[src/rtl/dcpu16_memarb.sv]
// dcpu16_memarb: round-robin merge of the fetch and data buses onto one single-port memory bus,
// with registered memory-side outputs and a watchdog that errors out unacknowledged cycles.
module dcpu16_memarb #(
  parameter int AW  = 16,
  parameter int DW  = 16,
  parameter int TOW = 4
) (
  input  logic          clk,
  input  logic          rst,
  input  logic          fs_stb,
  input  logic          fs_wre,
  input  logic [AW-1:0] fs_adr,
  input  logic [DW-1:0] fs_dto,
  output logic [DW-1:0] fs_dti,
  output logic          fs_ack,
  output logic          fs_err,
  input  logic          ab_stb,
  input  logic          ab_wre,
  input  logic [AW-1:0] ab_adr,
  input  logic [DW-1:0] ab_dto,
  output logic [DW-1:0] ab_dti,
  output logic          ab_ack,
  output logic          ab_err,
  output logic          mm_stb,
  output logic          mm_wre,
  output logic [AW-1:0] mm_adr,
  output logic [DW-1:0] mm_dto,
  input  logic [DW-1:0] mm_dti,
  input  logic          mm_ack
);
  typedef enum logic [1:0] {IDLE, GNT_FS, GNT_AB, DONE} state_t;
  state_t state, state_nx;
  logic last;
  logic [TOW-1:0] wdog;
  logic to, fs_sel, g_fs, g_ab, req;
  // last=1 means the data bus was served most recently, so fetch wins a tie
  assign fs_sel = fs_stb & (~ab_stb | last);
  assign req = fs_stb | ab_stb;
  assign to = &wdog;
  assign g_fs = state == GNT_FS;
  assign g_ab = state == GNT_AB;
  always_comb begin
    state_nx = state == IDLE ? (fs_sel ? GNT_FS : ab_stb ? GNT_AB : IDLE) :
               state == DONE ? IDLE :
               (mm_ack | to) ? DONE : state;
  end
  always_ff @(posedge clk or negedge rst) begin
    if (!rst) begin
      state  <= IDLE;
      last   <= 1'b0;
      wdog   <= '0;
      mm_stb <= 1'b0;
      mm_wre <= 1'b0;
      mm_adr <= '0;
      mm_dto <= '0;
    end else begin
      state <= state_nx;
      if (state == IDLE && req) begin
        mm_stb <= 1'b1;
        mm_wre <= fs_sel ? fs_wre : ab_wre;
        mm_adr <= fs_sel ? fs_adr : ab_adr;
        mm_dto <= fs_sel ? fs_dto : ab_dto;
        wdog   <= '0;
        last   <= ~fs_sel;
      end else if (g_fs | g_ab) begin
        wdog <= wdog + 1'b1;
        if (mm_ack | to) mm_stb <= 1'b0;
      end
    end
  end
  // a real acknowledge always beats a timeout in the same cycle
  assign fs_ack = g_fs & (mm_ack ? fs_stb : to);
  assign ab_ack = g_ab & (mm_ack ? ab_stb : to);
  assign fs_err = g_fs & ~mm_ack & to;
  assign ab_err = g_ab & ~mm_ack & to;
  assign fs_dti = g_fs ? (mm_ack ? mm_dti : {DW{to}}) : '0;
  assign ab_dti = g_ab ? (mm_ack ? mm_dti : {DW{to}}) : '0;
endmodule

[config.mk]
export PLATFORM = sky130hd
export DESIGN_NAME = dcpu16_memarb
export DESIGN_NICKNAME = d
export VERILOG_FILES = /design/src/rtl/dcpu16_memarb.sv
export SDC_FILE = /design/constraint.sdc
export NUM_CORES = 1
export LEC_CHECK = 0
export CAP_MARGIN = 10
export CORE_ASPECT_RATIO = 0.8
export CORE_UTILIZATION = 37
export CTS_BUF_LIST = sky130_fd_sc_hd__clkbuf_2 sky130_fd_sc_hd__clkbuf_4 sky130_fd_sc_hd__clkbuf_8
export DETAILED_ROUTE_END_ITERATION = 6
export GPL_TIMING_DRIVEN = 0
export HOLD_SLACK_MARGIN = 0.06
export PLACE_DENSITY = 0.93
export SKIP_LAST_GASP = 1
export SYNTH_ARGS = -nofsm -noshare
export SYNTH_HDL_FRONTEND = slang
export SYNTH_SLANG_ARGS = --single-unit
[constraint.sdc]
create_clock -name clk -period 1.85 [get_ports clk]
set_clock_uncertainty 0.15 [all_clocks]
set_input_delay 0.555 -clock clk [delete_from_list [all_inputs] [get_ports clk]]
set_output_delay 0.555 -clock clk [all_outputs]
set_load 0.05 [all_outputs]
---- Word-level counts from Yosys, hierarchy flattened ----
Index checks and enable logic that the tools add are counted.
operators by class
  add/subtract/negate cells ............... 1
  equal/unequal tests ..................... 3
  mux-type cells .......................... 18
  bitwise logic cells ..................... 14
  reductions and logical operators ........ 7
operator list
  cell                                            number
  2-to-1 mux 16 bit                               5
  2-to-1 mux 2 bit                                5
  2-to-1 mux 4 bit                                2
  AND 1 bit                                       7
  2-to-1 mux 1 bit                                6
  adder 4 x 1 -> 4 bit (second input constant)    1
  == test 2 bit (second input constant)           2
  bitwise OR 1 bit                                4
  AND reduction 4 bit                             1
  nonzero test 2 bit                              2
  NOT 1 bit                                       3
  nonzero test 3 bit                              1
  == test 2 x 1 -> 1 bit (second input constant)  1
  logical NOT 2 bit                               1
  AND reduction 2 bit                             1
  logical AND 1 bit                               1
word-level totals
  bits in registers ....................... 41
  input bits .............................. 87
  output and inout port bits .............. 70
  logic and storage cells ................. 50

---- Longest topological paths before layout ----
Gate-level depths: netlist of the first run.
  depth after elaboration ................. 5
  depth in mapped cells ................... 7
  mapped depth without buffers ............ 5

---- Least setup slack after synthesis of the first run ----
Ideal clock, no wire load.
  path type ............................... input port to output port
  start point ............................. in mm_ack
  end point ............................... out ab_dti[0]
  arrival time ............................ 1.837 ns
  data required time ...................... 1.145 ns
  slack ................................... -0.692 ns
  stages on the path ...................... 3
  path buffers ............................ 1
  path through ............................ nand4b_2 > buf_2 > a21oi_1
between the ends
  longest elaborated chain between the ends .. 2
RTL lines
  item                             RTL line  RTL
  from (decl)                      29        input logic mm_ack
  2-to-1 mux 16 bit (2 in series)  77        assign ab_dti = g_ab ? (mm_ack ? mm_dti : {DW{to}}) : '0;
  to (decl)                        21        output logic [DW-1:0] ab_dti,
No other way between the ends.

---- Final worst setup path of the first run ----
  start point ............................. reg wdog[0]
  end point ............................... out fs_dti[6]
between the ends
  longest elaborated chain between the ends .. 3
RTL lines
  item                             RTL line  RTL
  from (decl)                      34        logic [TOW-1:0] wdog;
  from (signal assigned)           66        wdog <= wdog + 1'b1;
  AND reduction 4 bit              39        assign to = &wdog;
  2-to-1 mux 16 bit (2 in series)  76        assign fs_dti = g_fs ? (mm_ack ? mm_dti : {DW{to}}) : '0;
  to (decl)                        14        output logic [DW-1:0] fs_dti,
No other way between the ends.

==> summary.txt, run 1 <==
Placed design
  • Post-DP HPWL: 7.05 mm
  • RD Place Congestion: 0.818
  • Post-placement cell area: 0.00431 mm^2
  • Port bufs: 155

Floorplanning
  • Die Span Y: 73.1 um
  • # rows: 25
  • Core area: 0.00601 mm^2
  • Die X: 90.8 um
  • Die area: 0.00664 mm^2
  • Initial Util: 38.9%
  • Boundary Pins: 157

Synth
  • Yosys reg bits: 41
  • Cell Area, Synth: 0.00234 mm^2
  • Netlist cell types: 29
  • Syn_nets: 383
  • Top cell type's share of synthesized area: 43.9%
  • Syn Inst Count: 291
  • Synth Area per Inst: 8.03 um^2
  • Synth area leaders: dfrtp_1 (44%), a31oi_1 (9.1%), nor2_1 (7.6%)
  • Sequential area share after synthesis: 43.9%
  • Yosys top cell by area: dfrtp_1
  • Yosys warnings: 0

Layout
  • Post-route cell area: 0.00499 mm^2
  • Commonest non-fill, non-tap cell in the layout: clkdlybuf4s50_1
  • Fill count: 314
  • Ant diodes: 0
  • Layout cells sized above 1: 38.9%
  • Final core utilization: 83.0%
  • Final net count: 562
  • Synthesis-to-layout area growth: 113%
  • Commonest non-fill, non-tap cells in the layout: clkdlybuf4s50_1 (82), dfrtp_1 (40), nor2_1 (39)

Worst setup path
  • CP Capture Type: output port
  • Worst EP required: 1140 ps
  • CP startpoint kind: register
  • Critical path arrival: 1700 ps
  • Worst-path maximum fanout: 5
  • Critical path type: reg2out

Run
  • # Max-Cap Violations: 0

Power
  • Sequential Power Share: 20.8%
  • Static leakage: 1.99 nW
  • Clock power share: 9.0%
  • Int Power: 3.70 mW
  • Combinational share of power: 70.2%
  • Pwr Density: 1610 mW/mm^2
  • Sw power: 4.34 mW
  • Max rail drop VDD: 1.07 mV
  • Net Sw Frac: 54.0%
  • Pwr Total: 8.04 mW

STA
  • F_max: 415 MHz
  • Unrepaired setup endpoints after global routing: yes
  • Tmin final: 2410 ps
  • Final worst setup slack: -558 ps
  • Fin. Hold Viols: 0
  • Final worst-path cycle share: 130%
  • Least-Margin Pin Slew: 931 ps
  • Setup-failing EPs final: 37
  • Worst rel slew slack: 37.9%
  • Min Hold Slack: 233 ps
  • Max-slew violations: 0

Status
  • Status: finished, violations left
  • Failing checks: setup timing

Clocking
  • Hold_buf cts: 0
  • Root buffer cell: clkbuf_8
  • CTS tree: done
  • H-tree depth: 2
  • Worst-Skew Late Latency: 310 ps
  • Sinks on Clock Net: 41
  • Maximum number of buffers from clock root to sink: 2
  • CTS buffer count: 5
  • Worst-path clk slew: 80 ps

Global routing
  • Tot GR Track Use: 34.4%
  • Grt total ovfl: 0
  • Vias in the first global route: 3249
  • First-pass GRT wire length: 17.3 mm
  • Largest net degree at the start of global routing: 42
  • Initial antenna violation count: 0

Drt
  • Via count: 3313
  • DR iter-0 viols: 247
  • Antenna Nets Post-Route: 0
  • Vias/cell: 6.01
  • WL final: 12.3 mm
  • DRC: 0
  • Detailed Routing Iterations Pass 1: 5
  • DR WL/cell: 22.3 um

Min path
  • Min-Delay Path Class: in2async
-- worst max-delay path, cell delays in order (launching register included) --
cell       delay (ps)
dfrtp_1           410
ha_4              190
nand4b_4          130
bufbuf_16         310
a21oi_4           170
buf_8             170
-- sequential cells by signal (all words and copies together), names as in the netlist --
name and flops:
last 1, mm_adr 16, mm_stb 1, wdog 4, state 2, mm_dto 16
mm_wre 1
-- power groups by stage --
stage | clock [mW] | sequential [mW] | combinational [mW]
floorplan | 0 | 2.92 | 1.96
global placement | 0 | 1.62 | 4.73
detailed placement | 0 | 1.65 | 4.86
CTS | 0.708 | 1.64 | 5.25
global route | 0.748 | 1.72 | 5.84
finish | 0.724 | 1.67 | 5.65
-- synthesized netlist by cell type --
master / n
nand2b_1: 1
o21a_1: 1
a31oi_1: 34
a21oi_1: 29
buf_4: 6
nor2b_1: 3
nand3_1: 34
nand2_1: 17
o211ai_1: 1
xnor2_1: 1
dfrtp_1: 41
buf_6: 1
xor2_1: 2
o31ai_1: 2
nor2_1: 47
inv_1: 5
nand4b_2: 1
a31o_2: 1
nand4_1: 1
o21ai_0: 30
inv_2: 1
buf_2: 13
clkbuf_1: 6
clkbuf_2: 2
ha_1: 5
and2b_2: 1
o21ai_1: 3
a21o_1: 1
mux2i_1: 1
-- per-stage QoR --
step | instances | TNS [ps] | setup slack [ps]
after floorplan | 291 | -10830 | -327
after global placement | 527 | -97020 | -1520
after detailed placement | 527 | -61610 | -1570
after CTS | 548 | -14420 | -462
after global routing | 551 | -19530 | -608
final | 551 | -17880 | -558
-- area by class of cell --
| type | instances | area, um^2 | share of cell area [%] |
|---|---|---|---|
| plain buffers | 28 | 243 | 4.87 |
| clock buffers | 5 | 68.8 | 1.38 |
| clock inverters | 2 | 35.0 | 0.702 |
| inverters | 6 | 27.5 | 0.552 |
| multi-input cells | 216 | 1630 | 32.7 |
| flip-flops and latches | 41 | 1030 | 20.6 |
| well taps | 81 | 101 | 2.03 |
| repair buffers | 172 | 1850 | 37.1 |
-- final timing paths --
path,from,endpoint,slack [ps],cells past startpoint
worst max-delay path,wdog[0],fs_dti[6],-560,5
worst min-delay path,rst,state[0],230,1
worst max register to register,state[0],mm_adr[3],-50,7
worst min register to register,mm_stb,mm_stb,330,1
max in group asynchronous,rst,state[1],680,1
min in group clk,mm_stb,mm_stb,330,1
-- kinds of logic (layout without fill, tap and decap cells) --
kind of cell / Yosys count / in the layout / synth area share (%)
DFF: 41 / 41 / 43.9
buffers and inverters: 34 / 213 / 7.55
xor gates and xnor gates: 3 / 3 / 1.13
muxes: 1 / 1 / 0.429
AOI/OAI and AO/OA: 102 / 102 / 24.4
and+or+nand+nor: 105 / 105 / 19.9
adders and majority gates: 5 / 5 / 2.68
-- routing by layer --
layer,global-route usage (%),share of wire (%)
met1,39.5,36
met2,59.9,49
met3,6.98,8.1
met4,21.5,7.1
met5,0,0
-- what timing repair did --
item                                    4_1_cts  5_1_grt
cloned                                        3        1
endpoints found under the setup margin       71       71
pin swaps                                    16        5
gates resized for setup                     414       16
buffers inserted                             11        2
hold endpoints to repair                      0        0
No activity file was read; power rests on OpenSTA's default activity.
==> inputs of run 2 (changes only) <==
--- a/config.mk
+++ b/config.mk
@@ -13,7 +13,6 @@
 export GPL_TIMING_DRIVEN = 0
 export HOLD_SLACK_MARGIN = 0.06
 export PLACE_DENSITY = 0.93
-export SKIP_LAST_GASP = 1
 export SYNTH_ARGS = -nofsm -noshare
 export SYNTH_HDL_FRONTEND = slang
 export SYNTH_SLANG_ARGS = --single-unit
==> summary.txt, run 2 (same netlist as run 1, synthesis figures left out) <==
Power
  • Pwr Density: 1590 mW/mm^2 (-1.1%)
  • Max rail drop VDD: 1.22 mV (+13%)
  • Static leakage: 1.98 nW (-0.42%)

Global routing
  • First-pass GRT wire length: 17.4 mm (+0.44%)
  • Tot GR Track Use: 34.6% (+0.22 points)
  • Largest net degree at the start of global routing: 42 (unchanged)
  • Grt total ovfl: 0 (unchanged)
  • Vias in the first global route: 3314 (+2.0%)
  • Initial antenna violation count: 0 (unchanged)

Placed design
  • Post-DP HPWL: 7.05 mm (unchanged)
  • Port bufs: 155 (unchanged)
  • Post-placement cell area: 0.00431 mm^2 (unchanged)
  • RD Place Congestion: 0.818 (unchanged)

Worst setup path
  • Slowest stage delay, CP: 420 ps (about the same)
  • Critical path arrival: 1690 ps (about the same)
  • CP startpoint kind: register
  • Critical path, cell by cell: ha_4, nand4b_4, bufbuf_16, a21oi_4, buf_8
  • Critical path's slowest cell: dfrtp_1
  • Worst EP required: 1140 ps (about the same)
  • Family with the most delay on the worst path: buffers and inverters
  • Critical path type: reg2out
  • R2r setup slk: 20 ps (+70 ps)
  • Cell depth of the worst setup path: 5 (unchanged)
  • CP Capture Type: output port
  • WP buf/inv: 2 (unchanged)
  • Worst-path maximum fanout: 5 (unchanged)
  • Reg2Reg Depth: 7 (unchanged)

Status
  • Status: finished, violations left
  • Failing checks: setup timing

Clocking
  • Hold_buf cts: 0 (unchanged)
  • Worst-path clk slew: 80 ps (about the same)
  • Maximum number of buffers from clock root to sink: 2 (unchanged)
  • H-tree depth: 2 (unchanged)
  • Sinks on Clock Net: 41 (unchanged)
  • CTS tree: done
  • CTS buffer count: 5 (unchanged)
  • Root buffer cell: clkbuf_8
  • Worst-Skew Late Latency: 310 ps (about the same)

Drt
  • Vias/cell: 6.07 (+0.97%)
  • Antenna Nets Post-Route: 0 (unchanged)
  • Detailed Routing Iterations Pass 1: 5 (unchanged)
  • DR iter-0 viols: 282 (+14%)
  • Via count: 3339 (+0.78%)
  • DR WL/cell: 22.0 um (-1.5%)
  • DRC: 0 (unchanged)
  • WL final: 12.1 mm (-1.7%)

Layout
  • Synthesis-to-layout area growth: 112%
  • Commonest non-fill, non-tap cells in the layout: clkdlybuf4s50_1 (82), dfrtp_1 (40), nor2_1 (39)
  • Fill count: 332 (+5.7%)
  • Layout cells sized above 1: 39.2% (+0.30 points)
  • Final net count: 561 (-0.18%)
  • Ant diodes: 0 (unchanged)
  • Commonest non-fill, non-tap cell in the layout: clkdlybuf4s50_1
  • Biggest regs: mm_adr: 16 flops, mm_dto: 16 flops, wdog: 4 flops
  • Post-route cell area: 0.00496 mm^2 (-0.63%)

STA
  • Min Hold Slack: 230 ps (-3.02 ps)
  • Final worst-path cycle share: 129% (-0.71 points)
  • Worst rel slew slack: 37.6% (-0.26 points)
  • F_max: 418 MHz (+0.55%)
  • Tmin final: 2400 ps (-13.2 ps)
  • Fin. Hold Viols: 0 (unchanged)
  • Final worst setup slack: -545 ps (+13.2 ps)
  • Least-Margin Pin Slew: 935 ps (+3.96 ps)
  • Setup-failing EPs final: 36 (-2.7%)
  • Max-slew violations: 0 (unchanged)
  • Unrepaired setup endpoints after global routing: yes

Floorplanning
  • # rows: 25 (unchanged)
  • Boundary Pins: 157 (unchanged)
  • Die X: 90.8 um (unchanged)
  • Initial Util: 38.9% (unchanged)
  • Die Span Y: 73.1 um (unchanged)
  • Die area: 0.00664 mm^2 (unchanged)
  • Core area: 0.00601 mm^2 (unchanged)

Run
  • # Max-Cap Violations: 0 (unchanged)

Min path
  • Min-Delay Path Class: in2async
run 2: timing repair:
item	in CTS	in global routing
gates cloned	3	0
pin swaps	16	6
setup endpoints to repair	71	75
buffers inserted	11	2
resized for setup	417	13
run 2: worst paths after layout:
| kind | startpoint | end |
|---|---|---|
| setup / recovery | wdog[1] | fs_dti[6] |
| hold / removal | rst | mm_adr[13] |
| setup reg to reg | state[1] | mm_adr[3] |
| hold reg to reg | mm_stb | mm_stb |
| max in group asynchronous | rst | state[1] |
| min in group clk | mm_stb | mm_stb |
run 2: metrics by stage:
stage          utilization (%)  setup slack (ps)  TNS (ps)  total power [mW]  instances
2_1_floorplan                -              -327    -10830              4.88        291
3_3_place_gp              71.8             -1520    -97020              6.35        527
3_5_place_dp              71.7             -1570    -61610              6.51        527
4_1_cts                   81.6              -462    -14360              7.60        548
5_1_grt                   82.5              -570    -18370              8.17        550
6_report                  82.5              -545    -17220              7.90        550
run 2: per-layer routing:
metal  track usage [%]  part of all wire [%]
met5                 0                     0
met1              39.4                    37
met4              23.3                   6.5
met2              60.3                    49
met3              6.67                   7.5
run 2: area by class of cell:
cell class	count	area [um^2]	share of cell area, %
Buffer	28	243	4.90
Clock buffer	5	68.8	1.39
Clock inverter	2	35.0	0.707
Inverter	6	27.5	0.555
Multi-Input combinational cell	216	1610	32.5
Sequential cell	41	1030	20.7
Tap cell	81	101	2.04
Timing Repair Buffer	171	1840	37.2
run 2: where the power goes:
part	internal, mW	switching (mW)
logic	1.89	3.60
clock network	0.393	0.337
registers	1.36	0.326
==> inputs of run 3 (changes only) <==
--- a/config.mk
+++ b/config.mk
@@ -5,14 +5,15 @@
 export SDC_FILE = /design/constraint.sdc
 export NUM_CORES = 1
 export LEC_CHECK = 0
+export ABC_AREA = 1
 export CAP_MARGIN = 10
 export CORE_ASPECT_RATIO = 0.8
-export CORE_UTILIZATION = 37
+export CORE_UTILIZATION = 43
 export CTS_BUF_LIST = sky130_fd_sc_hd__clkbuf_2 sky130_fd_sc_hd__clkbuf_4 sky130_fd_sc_hd__clkbuf_8
 export DETAILED_ROUTE_END_ITERATION = 6
 export GPL_TIMING_DRIVEN = 0
 export HOLD_SLACK_MARGIN = 0.06
-export PLACE_DENSITY = 0.93
+export PLACE_DENSITY = 0.95
 export SYNTH_ARGS = -nofsm -noshare
 export SYNTH_HDL_FRONTEND = slang
 export SYNTH_SLANG_ARGS = --single-unit
==> constraint.sdc (replaced) <==
create_clock -name clk -period 3 [get_ports clk]
set_clock_uncertainty 0.15 [all_clocks]
set_input_delay 0.9 -clock clk [delete_from_list [all_inputs] [get_ports clk]]
set_output_delay 0.9 -clock clk [all_outputs]
set_load 0.05 [all_outputs]
==> summary.txt, run 3 <==
Status
  • Status: completed

Layout
  • Biggest regs: mm_adr: 16 flops, mm_dto: 16 flops, wdog: 4 flops
  • Layout cells sized above 1: 21.1% (-18 points)
  • Ant diodes: 0 (unchanged)
  • Synthesis-to-layout area growth: 71.7%
  • Commonest non-fill, non-tap cells in the layout: clkdlybuf4s50_1 (117), nand2_1 (111), inv_1 (72)
  • Commonest non-fill, non-tap cell in the layout: clkdlybuf4s50_1
  • Final net count: 660 (+18%)
  • Fill count: 411 (+24%)

Run
  • # Max-Cap Violations: 0 (unchanged)

Power
  • Static leakage: 2.45 nW (+24%)
  • Pwr Total: 4.67 mW (-41%)
  • Pwr Density: 989 mW/mm^2 (-38%)
  • Max rail drop VDD: 0.751 mV (-38%)

Clocking
  • Root buffer cell: clkbuf_8
  • Maximum number of buffers from clock root to sink: 2 (unchanged)
  • Worst-path clk slew: 80 ps (about the same)
  • Sinks on Clock Net: 41 (unchanged)
  • Worst-Skew Late Latency: 280 ps (-30 ps)
  • CTS buffer count: 5 (unchanged)
  • CTS tree: done
  • H-tree depth: 2 (unchanged)

Floorplanning
  • Core area: 0.00604 mm^2 (+0.52%)
  • Initial Util: 45.5% (+6.6 points)
  • Boundary Pins: 157 (unchanged)
  • Die area: 0.00672 mm^2 (+1.2%)
  • Die Span Y: 73.5 um (+0.61%)
  • Die X: 91.4 um (+0.61%)
  • # rows: 25 (unchanged)

Worst setup path
  • Reg2Reg Depth: 8 (+1)
  • CP startpoint kind: input port
  • CP Capture Type: output port
  • Reg2Reg Launch Point: state[1]
  • Critical path type: in2out
  • First element of the critical path: ab_stb
  • CP endpoint: ab_ack
  • Worst-path maximum fanout: 3 (-2)
  • R2R Path End: mm_dto[13]
  • Worst EP required: 1950 ps (+810 ps)
  • Critical path arrival: 1890 ps (+200 ps)
  • R2r setup slk: 1260 ps (+1240 ps)

Synth
  • Top cell type's share of synthesized area: 37.3% (-6.6 points)
  • Most frequent cells after synthesis: nand2_1 (111), inv_1 (73), nand3_1 (66)
  • Yosys top cell by area: dfrtp_1
  • Yosys warnings: 0 (unchanged)
  • Netlist cell types: 22 (-24%)
  • Synth area leaders: dfrtp_1 (37%), nand2_1 (15%), nand3_1 (12%)
  • FFs w/ async S/R, synth: 100% (unchanged)
  • Cell Area, Synth: 0.00275 mm^2 (+18%)
  • Yosys reg bits: 41 (unchanged)
  • Synth Flop Type: dfrtp_1
  • Sequential area share after synthesis: 37.3% (-6.6 points)
  • Synth Area per Inst: 6.89 um^2 (-14%)
  • Syn_nets: 491 (+28%)
  • Count leader, synth: nand2_1
  • Post-synth EDFFs: 0 (unchanged)
  • Syn Inst Count: 399 (+37%)

STA
  • F_max: 340 MHz
  • Fin. Hold Viols: 0 (unchanged)
  • Worst rel slew slack: 64.2% (+27 points)
  • Tmin final: 2940 ps
  • Max-slew violations: 0 (unchanged)
  • Unrepaired setup endpoints after global routing: no
  • Least-Margin Pin Slew: 535 ps (-401 ps)
  • Setup-failing EPs final: 0 (-100%)
  • Final worst-path cycle share: 98.1%
  • Setup TNS: 0 ps (+17220 ps)

Global routing
  • Tot GR Track Use: 27.4% (-7.2 points)
  • First-pass GRT wire length: 14.5 mm (-17%)
  • Initial antenna violation count: 0 (unchanged)
  • Vias in the first global route: 3156 (-4.8%)
  • Grt total ovfl: 0 (unchanged)
  • Largest net degree at the start of global routing: 42 (unchanged)

Placed design
  • RD Place Congestion: 0.744 (-9.0%)
  • Post-DP HPWL: 6.38 mm (-9.6%)
  • Port bufs: 155 (unchanged)

Drt
  • DRC: 0 (unchanged)
  • WL final: 8.98 mm (-26%)
  • DR WL/cell: 13.8 um (-37%)
  • Via count: 3191 (-4.4%)
  • Antenna Nets Post-Route: 0 (unchanged)
  • DR iter-0 viols: 152 (-46%)
  • Detailed Routing Iterations Pass 1: 5 (unchanged)
  • Vias/cell: 4.91 (-19%)

Min path
  • Min-Delay Path Class: reg2reg
-- run 3: changes by cell type in the layout (fill, tap and decap cells not counted), sizes merged, moves of 6 or more --
cell	delta
clkbuf	-6
clkdlybuf4s50	+35
buf	-8
nand3	+37
inv	+69
clkdlybuf4s15	-32
a21oi	-27
a31oi	-34
nand2	+102
o21ai	-19
-- run 3: area by class of cell --
type | count | area [um^2] | area share, %
inverters | 74 | 278 | 5.89
flip-flops and latches | 41 | 1030 | 21.7
clock buffers | 7 | 96.3 | 2.04
repair buffers | 162 | 1640 | 34.7
plain buffers | 22 | 234 | 4.96
clock inverters | 1 | 8.76 | 0.186
multi-input cells | 262 | 1340 | 28.3
well taps | 81 | 101 | 2.15
-- run 3: cells by family after synthesis --
family | count (synthesis) | share of synthesized area [%]
AOI/OAI and AO/OA | 16 | 3.73
adders and majority gates | 5 | 2.28
buffers and inverters | 96 | 17.6
DFF | 41 | 37.3
and+or+nand+nor | 241 | 39.1
-- run 3: worst min-delay path by stage --
stage | cells past startpoint | endpoint | slack [ps] | startpoint
2_1_floorplan | 2 | last | 360 | last
3_3_place_gp | 2 | mm_stb | 310 | mm_stb
3_5_place_dp | 2 | mm_adr[3] | 320 | mm_adr[3]
4_1_cts | 2 | mm_dto[12] | 340 | mm_dto[12]
5_1_grt | 2 | mm_dto[5] | 370 | mm_dto[5]
6_report | 2 | mm_dto[5] | 330 | mm_dto[5]
-- run 3: report_power, final --
group          switching [mW]  internal (mW)
logic                    2.12           1.13
clock network           0.193          0.212
registers               0.185          0.832
-- run 3: routing by layer --
metal,GRT usage (%),wire length [um],up-vias
li1,-,-,1547
met1,32.2,3470,1469
met2,50.1,4610,151
met3,5.80,696,24
met4,9.52,200,0
met5,0,0,-
-- run 3: worst max-delay path, cell delays in order --
cell             delay [ps]
clkdlybuf4s50_1         560
nor2_1                  100
nor2_1                  150
buf_6                   180
-- run 3: timing repair --
item | 4_1_cts | 5_1_grt
hold buffers | 0 | 0
endpoints found under the setup margin | 36 | 26
resized for setup | 246 | 19
cloned | 1 | 0
buffers inserted | 5 | 0
pin swaps | 2 | 3
-- run 3: metrics by stage --
step / hold WS (ps) / util [%] / cell area, um^2 / worst slack [ps] / instances
2_1_floorplan: 365 / - / 2800 / -81.7 / 399
6_report: 335 / 78.2 / 4720 / 55.6 / 650
4_1_cts: 338 / 77.2 / 4660 / 19.5 / 650
3_3_place_gp: 311 / 73.7 / 4450 / -830 / 635
3_5_place_dp: 316 / 74.0 / 4470 / -883 / 636
5_1_grt: 366 / 78.2 / 4720 / 13.4 / 650
